## config.mk

```make
export PLATFORM = sky130hd
export DESIGN_NAME = gate_response_checker_settle_counter
export DESIGN_NICKNAME = d
export VERILOG_FILES = /design/src/rtl/gate_response_checker_pkg.sv /design/src/rtl/gate_response_checker_settle_counter.sv
export SDC_FILE = /design/constraint.sdc
export NUM_CORES = 1
export LEC_CHECK = 0
export CAP_MARGIN = 25
export CORE_AREA = 2 2 39 41
export DETAILED_ROUTE_END_ITERATION = 8
export DIE_AREA = 0 0 41 43
export HOLD_SLACK_MARGIN = 0.06
export PLACE_DENSITY = 0.68
export SETUP_SLACK_MARGIN = 0.3
export SYNTH_ARGS = -nofsm -noshare
export SYNTH_HDL_FRONTEND = slang
export SYNTH_SLANG_ARGS = --single-unit
```

## constraint.sdc

```tcl
create_clock -name clk -period 2.6 [get_ports clk]
set_clock_uncertainty 0.15 [all_clocks]
set_input_delay 0.26 -clock clk [delete_from_list [all_inputs] [get_ports clk]]
set_output_delay 0.26 -clock clk [all_outputs]
set_load 0.005 [all_outputs]
```

## src/rtl/gate_response_checker_pkg.sv

```systemverilog
// Shared types and truth-table constants for the gate response checker
// and the benches that drive it.
package gate_response_checker_pkg;

  // Checker FSM states.
  typedef enum logic [1:0] {
    ST_IDLE   = 2'b00,
    ST_SETTLE = 2'b01,
    ST_HOLD   = 2'b10
  } state_e;

  // Operations the FSM can request from the settle counter.
  typedef enum logic [1:0] {
    CNT_KEEP  = 2'b00,
    CNT_ZERO  = 2'b01,
    CNT_LOAD1 = 2'b10,
    CNT_INC   = 2'b11
  } cnt_op_e;

  // Settle counter width; covers the full 1..255 settle range.
  localparam int CNT_W = 8;

  // Expected-output tables, bit index = {a,b}.
  localparam logic [3:0] TT_AND  = 4'b1000;
  localparam logic [3:0] TT_OR   = 4'b1110;
  localparam logic [3:0] TT_XOR  = 4'b0110;
  localparam logic [3:0] TT_NAND = 4'b0111;
  localparam logic [3:0] TT_NOR  = 4'b0001;

  // One-hot coverage bit for a stimulus vector.
  function automatic logic [3:0] vec_onehot(input logic [1:0] v);
    return 4'b0001 << v;
  endfunction

endpackage

```

## src/rtl/gate_response_checker_settle_counter.sv

```systemverilog
// Counts consecutive stable stimulus edges. The FSM chooses the operation;
// o_reached reports that the value being written this edge meets the
// settle threshold, so the sample can happen on that same edge.
module gate_response_checker_settle_counter
  import gate_response_checker_pkg::*;
#(
  parameter int SETTLE_CYCLES = 4
) (
  input  logic    clk,
  input  logic    rst_n,
  input  cnt_op_e i_op,
  output logic    o_reached
);

  localparam logic [CNT_W-1:0] SETTLE_LIM = CNT_W'(SETTLE_CYCLES);

  logic [CNT_W-1:0] r_count;
  logic [CNT_W-1:0] w_count_nxt;

  // Next count: zero, restart at one, saturating increment, or hold.
  always_comb begin
    w_count_nxt = r_count;
    case (i_op)
      CNT_ZERO:  w_count_nxt = {CNT_W{1'b0}};
      CNT_LOAD1: w_count_nxt = CNT_W'(1);
      CNT_INC: begin
        if (r_count == {CNT_W{1'b1}}) begin
          w_count_nxt = r_count;
        end else begin
          w_count_nxt = r_count + CNT_W'(1);
        end
      end
      CNT_KEEP:  w_count_nxt = r_count;
      default:   w_count_nxt = {CNT_W{1'b0}};
    endcase
  end

  // >= rather than == so a run restarted by clear still samples when the
  // threshold is a single edge.
  assign o_reached = (w_count_nxt >= SETTLE_LIM);

  // Counter register.
  always_ff @(posedge clk or negedge rst_n) begin
    if (!rst_n) begin
      r_count <= {CNT_W{1'b0}};
    end else begin
      r_count <= w_count_nxt;
    end
  end

endmodule

```

==> impl_metrics.toml, run 1 <==
[power]
p_leak_nw = 0.362
cellPowerDensity_nw_per_um2 = 350
p_seq_share_pct = 46.5
combPwrFrac_pct = 17.2
p_clk_share_pct = 36.2
peakVddDrop_mv = 0.168
power.internal_w = 0.000206
p_sw_w = 0.0000779
switching_share_pct = 27.5

[critical_path]
crit_fanout = 2
slowest_delay_ns = 0.41
worstSetupEndpointType = "output pin"
critical-path-top-delay-family = "simple AND/OR/NAND/NOR gates"
required_ns = 2.19
crit_arrival_ns = 2.14
crit_path_top_delay_cell = "or4_1"
critPathKind = "reg -> out"
path_buf_inv = 1
start_kind = "register"
worstPathCellList = "ha_2 > and3_4 > o311ai_4 > nand3_2 > nand4b_1 > or4_1 > buf_2"

[floorplan]
initial_utilization_pct = 38.6
ioPinCount = 5
die_h_um = 43
die_area_um2 = 1760
fp-row-count = 14
die_w_um = 41
core_um2 = 1380

[run]
maxCapViolCount = 0

[yosys]
synth_area_leaders = "dfrtp_1 37%, nand2_1 5.6%, a21oi_1 4.7%, o21ai_0 4.7%, nand3_2 3.7%"
syn-num-nets = 67
synthArstFlopShare_pct = 100
synth_seq_cells = 8
synth_area_um2 = 534
synth-edff-count = 0
yosys-top-cells-count = "8 x dfrtp_1, 8 x nand2_1, 5 x a21oi_1, 5 x o21ai_0"
synth_top_area_share_pct = 37.5
synth_cell_type_count = 29
synth.largest_area_cell = "dfrtp_1"
yosys_warnings = 0
synth-seq-area-share_pct = 37.5
netlist_instances = 62
synth_ff_type = "dfrtp_1"
avgSynthCellArea_um2 = 8.62

[place]
dpl_cell_area_um2 = 673
gp_congestion = 0.816
hpwl_mm = 1.00
post-place-ws_ns = -0.0743
io_buffers = 4

[detailed_routing]
avgViaCountPerCell = 5.72
final_antenna_net_count = 0
drc = 0
dr.pass1.iters = 4
wl_mm = 1.71
wl_per_cell_um = 16.4
num_vias = 595
drt_iter0_drc = 20

[final_layout]
fin_area_um2 = 810
reg_top3 = "r_count x8"
final_core_util_pct = 58.5
post_route_cells_drive_above_1_share_pct = 42.0
largest_register_ffs = 8
nets = 95
n_antenna_cell = 0
syn2layout_area_growth_pct = 51.5
top_register = "r_count"

[global_route]
grt_pass1_wl_mm = 2.71
grt_use_total_pct = 24.3
gr-total-overflow = 0
grt_max_degree = 9
first_global_vias = 601
antenna_found_initial = 0

[timing]
worst_slew_pin_slew_ns = 0.394
setup_viol = 0
slew_headroom_pct = 73.7
rsz0062_at_grt = "true"
layout_setup_ws_ns = 0.0545
slew_violations = 0
fin_crit_ns = 2.55
holdWs_ns = 0.135
finalHoldViolCount = 0
finalCritPeriodShare_pct = 97.9
max_freq_ghz = 0.393

[clock_tree]
numCtsBuffers = 3
clk_pin_slew_ns = 0.06
clock_sinks = 8
max-clock-path-buffers = 2
cts_max_level = 1
cts_tree = "done"
insertion_delay_ns = 0.26
root_buffer = "clkbuf_4"

[status]
status = "finished, final reports clean"

[hold_path]
min_path_type = "in -> async"
## stage by stage
step / std cells / power [W] / setup TNS (ns)
after floorplan: 62 / 0.000153 / 0
after global placement: 92 / 0.000178 / -0.0557
after detailed placement: 92 / 0.000179 / -0.0743
after CTS: 104 / 0.000281 / 0
after global routing: 104 / 0.000294 / 0
final: 104 / 0.000284 / 0
## area by class of cell
class,instances,area [µm²]
Fill cell,132,574
Multi-Input combinational cell,50,364
Sequential cell,8,203
Timing Repair Buffer,24,189
Clock buffer,3,22.5
Tap cell,16,20.0
Inverter,3,11.3
## worst paths after layout
kind	start	endpoint	slack [ns]	cells past startpoint
max reg2reg	r_count[1]	r_count[5]	0.12	15
min in group clk	r_count[6]	r_count[6]	0.42	1
max in group asynchronous	rst_n	r_count[3]	1.86	1
min	rst_n	r_count[0]	0.14	1
max	r_count[1]	o_reached	0.05	7
min reg2reg	r_count[6]	r_count[6]	0.42	1
## cell families after synthesis
logic type / count (synthesis) / synth area share (%)
simple gates: 28 / 31.6
compound gates: 21 / 25.8
flops: 8 / 37.5
buf+inv: 4 / 2.81
fa+ha+maj: 1 / 2.34
## power by group through the flow
stage | Clock (W) | Combinational (W) | Sequential, W
3_3_place_gp | 0 | 0.0000441 | 0.000133
4_1_cts | 0.000100 | 0.0000484 | 0.000132
5_1_grt | 0.000107 | 0.0000535 | 0.000133
2_1_floorplan | 0 | 0.0000178 | 0.000135
6_report | 0.000103 | 0.0000489 | 0.000132
3_5_place_dp | 0 | 0.0000450 | 0.000134
## what timing repair did
action / in CTS / in global routing
buffers inserted: 9 / 0
endpoints found under the setup margin: 1 / 2
resized for setup: 14 / 1
hold buffers: 0 / 0
pin swaps: 6 / 3
## per-layer routing
metal	GRT usage, %	wire, µm
met4	9.33	32
met1	23.8	613
met2	44.4	1000
met5	0	0
met3	6.28	61
## cell usage in the layout, fill, tap and decap left out
cell type	synthesis	routed
dfrtp_2	0	2
or4_1	2	2
nor3_2	1	2
a32o_1	1	1
buf_2	0	1
buf_6	0	1
nor2_4	0	1
and3_4	0	1
o31ai_1	2	2
o22ai_1	2	2
inv_1	3	3
a31oi_1	1	1
buf_4	0	19
nor2_1	3	2
nand4_1	1	1
nor4_1	1	1
dfrtp_1	8	6
a21oi_1	5	5
ha_2	0	1
nand3_1	2	2
or2_2	2	2
nand3_4	0	1
o21ai_0	5	5
clkbuf_4	0	3
o21ai_1	1	1
o21a_1	1	1
nand2_1	8	8
a21o_1	2	2
and2_1	1	1
nand4_4	0	1
nand4b_1	1	1
or2b_1	1	1
o311ai_4	0	1
clkdlybuf4s50_1	0	3
nand3_2	2	1
Power figures use the tool's default switching activity.
==> inputs of run 2 (changes only) <==
--- a/config.mk
+++ b/config.mk
@@ -6,11 +6,14 @@
 export NUM_CORES = 1
 export LEC_CHECK = 0
 export CAP_MARGIN = 25
+export CELL_PAD_IN_SITES_DETAIL_PLACEMENT = 1
+export CELL_PAD_IN_SITES_GLOBAL_PLACEMENT = 1
 export CORE_AREA = 2 2 39 41
+export CTS_BUF_LIST = sky130_fd_sc_hd__clkbuf_8
 export DETAILED_ROUTE_END_ITERATION = 8
 export DIE_AREA = 0 0 41 43
 export HOLD_SLACK_MARGIN = 0.06
-export PLACE_DENSITY = 0.68
+export PLACE_DENSITY = 0.86
 export SETUP_SLACK_MARGIN = 0.3
 export SYNTH_ARGS = -nofsm -noshare
 export SYNTH_HDL_FRONTEND = slang
==> impl_metrics.toml, run 2 (same netlist as run 1, synthesis figures left out) <==
[final_layout]
top_register = "r_count"
final_core_util_pct = 56.4
largest_register_ffs = 8
mostFrequentLayoutCells = "13 x buf_4, 8 x nand2_1, 6 x dfrtp_1"
layout_commonest_cell = "buf_4"
fillerInstances = 172
regArea_um2 = 203
nets = 88
syn2layout_area_growth_pct = 46.1
multiInputGateArea_um2 = 373
post_route_cells_drive_above_1_share_pct = 38.3
reg_top3 = "r_count x8"
n_antenna_cell = 0

[global_route]
grt_max_degree = 9
first_global_vias = 595
grt_pass1_wl_mm = 2.66
gr-total-overflow = 0
antenna_found_initial = 0
grt_use_total_pct = 23.3

[clock_tree]
cts_tree = "done"
clock_sinks = 8
cts_max_level = 1
numCtsBuffers = 3
max-clock-path-buffers = 2
insertion_delay_ns = 0.23
root_buffer = "clkbuf_8"
cts_hold_buffers = 0
clk_pin_slew_ns = 0.04

[timing]
finalCritPeriodShare_pct = 94.5
fin_crit_ns = 2.46
worst_slew_pin_slew_ns = 0.458
max_freq_ghz = 0.407
finalHoldViolCount = 0
slew_violations = 0
slew_headroom_pct = 69.3
setup_viol = 0
rsz0062_at_grt = "true"

[run]
maxCapViolCount = 0

[critical_path]
r2r_start = "r_count[4]"
worst_r2r_path_depth = 3
start_kind = "register"
critPathKind = "reg -> out"
worstSetupEndpointType = "output pin"
r2r_setup_slack_ns = 0.94
reg2reg_to = "r_count[1]"
required_ns = 2.19
crit_fanout = 5
crit_arrival_ns = 2.05

[power]
cellPowerDensity_nw_per_um2 = 431
p_leak_nw = 0.333
peakVddDrop_mv = 0.444
p_total_w = 0.000336

[status]
status = "finished, final reports clean"

[detailed_routing]
avgViaCountPerCell = 5.98
num_vias = 580
drt_iter0_drc = 3
wl_per_cell_um = 17.4
wl_mm = 1.69
final_antenna_net_count = 0
drc = 0
dr.pass1.iters = 4

[floorplan]
die_w_um = 41
core_um2 = 1380
die_h_um = 43
die_area_um2 = 1760
initial_utilization_pct = 38.6
fp-row-count = 14
ioPinCount = 5

[place]
io_buffers = 4
gp_congestion = 0.821
hpwl_mm = 1.24

[hold_path]
min_path_type = "in -> async"
## run 2: power breakdown
group / internal [W] / leakage, nW / switching [W]
Sequential: 0.000129 / 0.106 / 0.00000339
Combinational: 0.0000263 / 0.206 / 0.0000263
Clock: 0.000100 / 0.0216 / 0.0000508
Total: 0.000256 / 0.333 / 0.0000805
## run 2: stage by stage
stage / hold slack (ns) / cells / TNS, ns / setup slack [ns] / instance area, µm²
after global placement: 0.398 / 94 / -0.0444 / -0.0444 / 688
after detailed placement: 0.412 / 94 / -0.154 / -0.154 / 688
after global routing: 0.207 / 97 / 0 / 0.0387 / 781
after CTS: 0.181 / 97 / 0 / 0.140 / 748
final: 0.166 / 97 / 0 / 0.144 / 781
after floorplan: -0.186 / 62 / 0 / 0.384 / 534
## run 2: worst max-delay path by stage
stage | startpoint | endpoint | cells after the start | slack, ns
after floorplan | r_count[0] | o_reached | 6 | 0.38
after global placement | i_op[0] | o_reached | 7 | -0.04
after detailed placement | i_op[0] | o_reached | 8 | -0.15
after CTS | r_count[0] | o_reached | 8 | 0.14
after global routing | r_count[1] | o_reached | 8 | 0.04
final | r_count[0] | o_reached | 8 | 0.14
## run 2: critical path: stages, from the launching register on
cell and delay [ns]:
dfrtp_1 0.34, ha_2 0.18, buf_4 0.13, nand3_4 0.11, nor3_2 0.13, o21ai_1 0.09, a21o_1 0.20, or4_1 0.48
buf_2 0.14
## run 2: cell type report
class                      count  share of cell area [%]
clock buffer                   3                    5.29
timing repair buffer          17                    17.0
sequential                     8                    26.0
inverter                       3                    1.44
multi-input combinational     50                    47.8
tap                           16                    2.56
## run 2: metal layers
layer | global-route usage [%] | share of wire [%] | vias up
met5 | 0 | 0 | -
met4 | 16.0 | 4.0 | 0
met3 | 6.81 | 4.9 | 8
met2 | 32.8 | 51 | 22
met1 | 28.9 | 40 | 277
li1 | - | - | 273
## run 2: what timing repair did
action	4_1_cts	5_1_grt
cloned	0	0
buffers inserted	0	0
setup endpoints to repair	1	1
hold endpoints to repair	0	0
gates resized for setup	10	5
pin swaps	4	1
==> inputs of run 3 (changes only) <==
--- a/config.mk
+++ b/config.mk
@@ -5,6 +5,7 @@
 export SDC_FILE = /design/constraint.sdc
 export NUM_CORES = 1
 export LEC_CHECK = 0
+export ABC_CLOCK_PERIOD_IN_PS = 2600
 export CAP_MARGIN = 25
 export CELL_PAD_IN_SITES_DETAIL_PLACEMENT = 1
 export CELL_PAD_IN_SITES_GLOBAL_PLACEMENT = 1
@@ -15,6 +16,7 @@
 export HOLD_SLACK_MARGIN = 0.06
 export PLACE_DENSITY = 0.86
 export SETUP_SLACK_MARGIN = 0.3
+export SKIP_CTS_REPAIR_TIMING = 1
 export SYNTH_ARGS = -nofsm -noshare
 export SYNTH_HDL_FRONTEND = slang
 export SYNTH_SLANG_ARGS = --single-unit
==> impl_metrics.toml, run 3 (same netlist as run 1, synthesis figures left out) <==
[status]
status = "finished, final reports clean"

[timing]
setup_viol = 0
rsz0062_at_grt = "true"
finalCritPeriodShare_pct = 94.6
slew_violations = 0
fin_crit_ns = 2.46
max_freq_ghz = 0.407
holdWs_ns = 0.164
slew_headroom_pct = 70.0
finalHoldViolCount = 0
worst_slew_pin_slew_ns = 0.448

[floorplan]
initial_utilization_pct = 38.6
ioPinCount = 5
core_um2 = 1380
die_w_um = 41
die_h_um = 43
die_area_um2 = 1760
fp-row-count = 14

[place]
hpwl_mm = 1.24
gp_congestion = 0.821
io_buffers = 4
dpl_cell_area_um2 = 688
placedCellCount = 94

[final_layout]
mostFrequentLayoutCells = "14 x buf_4, 8 x nand2_1, 7 x dfrtp_1"
reg_top3 = "r_count x8"
top_register = "r_count"
fin_cells = 98
post_route_cells_drive_above_1_share_pct = 37.8
nets = 89
n_antenna_cell = 0
fin_area_um2 = 772
layout_commonest_cell = "buf_4"
largest_register_ffs = 8
syn2layout_area_growth_pct = 44.5

[critical_path]
worst_r2r_path_depth = 3
required_ns = 2.19
crit_arrival_ns = 2.05
worstSetupEndpointType = "output pin"
start_kind = "register"
critPathKind = "reg -> out"
crit_fanout = 5
r2r_setup_slack_ns = 0.94

[clock_tree]
clk_pin_slew_ns = 0.04
max-clock-path-buffers = 2
root_buffer = "clkbuf_8"
numCtsBuffers = 3
insertion_delay_ns = 0.23
cts_max_level = 1
clock_sinks = 8
cts_tree = "done"

[power]
cellPowerDensity_nw_per_um2 = 432
p_leak_nw = 0.327
peakVddDrop_mv = 0.436

[global_route]
grt_use_total_pct = 22.4
gr-total-overflow = 0
first_global_vias = 567
antenna_found_initial = 0
grt_max_degree = 9
grt_pass1_wl_mm = 2.57

[detailed_routing]
avgViaCountPerCell = 5.78
final_antenna_net_count = 0
drt_iter0_drc = 10
dr.pass1.iters = 4
num_vias = 566
wl_mm = 1.65
wl_per_cell_um = 16.8
drc = 0

[run]
maxCapViolCount = 0

[hold_path]
min_path_type = "in -> async"
## run 3: layout make-up
type | instances | area [µm²]
Clock buffer | 3 | 41.3
Fill cell | 177 | 612
Inverter | 3 | 11.3
Multi-Input combinational cell | 50 | 358
Sequential cell | 8 | 201
Tap cell | 16 | 20.0
Timing Repair Buffer | 18 | 140
## run 3: per-layer routing
layer | up-vias | part of all wire, % | GRT usage [%]
met4 | 0 | 2.0 | 12.0
met2 | 13 | 51 | 33.1
met3 | 4 | 3.1 | 6.28
li1 | 278 | - | -
met1 | 271 | 44 | 27.9
met5 | - | 0 | 0
## run 3: stage by stage
stage | power (W) | TNS (ns) | utilization [%] | setup WS, ns
2_1_floorplan | 0.000153 | 0 | - | 0.384
3_3_place_gp | 0.000181 | -0.0444 | 49.7 | -0.0444
3_5_place_dp | 0.000185 | -0.154 | 49.7 | -0.154
4_1_cts | 0.000336 | -0.271 | 52.7 | -0.271
5_1_grt | 0.000351 | 0 | 55.8 | 0.0340
6_report | 0.000334 | 0 | 55.8 | 0.141
## run 3: critical path, stage by stage, from the launching register on
cell and delay [ns]:
dfrtp_1 0.38, ha_2 0.19, buf_4 0.15, nand3_4 0.12
nor2_4 0.07, nor3_2 0.19, a31oi_2 0.13, or4_1 0.47
clkbuf_2 0.12
## run 3: path summary, 6_finish.rpt
kind / startpoint / end
hold reg to reg: r_count[6] / r_count[6]
setup / recovery: r_count[1] / o_reached
max in group asynchronous: rst_n / r_count[3]
hold / removal: rst_n / r_count[2]
setup reg to reg: r_count[4] / r_count[1]
min in group clk: r_count[6] / r_count[6]
## run 3: power breakdown
group / total (W) / internal [W] / leakage (nW) / switching, W
clock network: 0.000151 / 0.000100 / 0.0216 / 0.0000503
logic: 0.0000509 / 0.0000262 / 0.198 / 0.0000247
registers: 0.000132 / 0.000129 / 0.107 / 0.00000324
total: 0.000334 / 0.000256 / 0.327 / 0.0000783
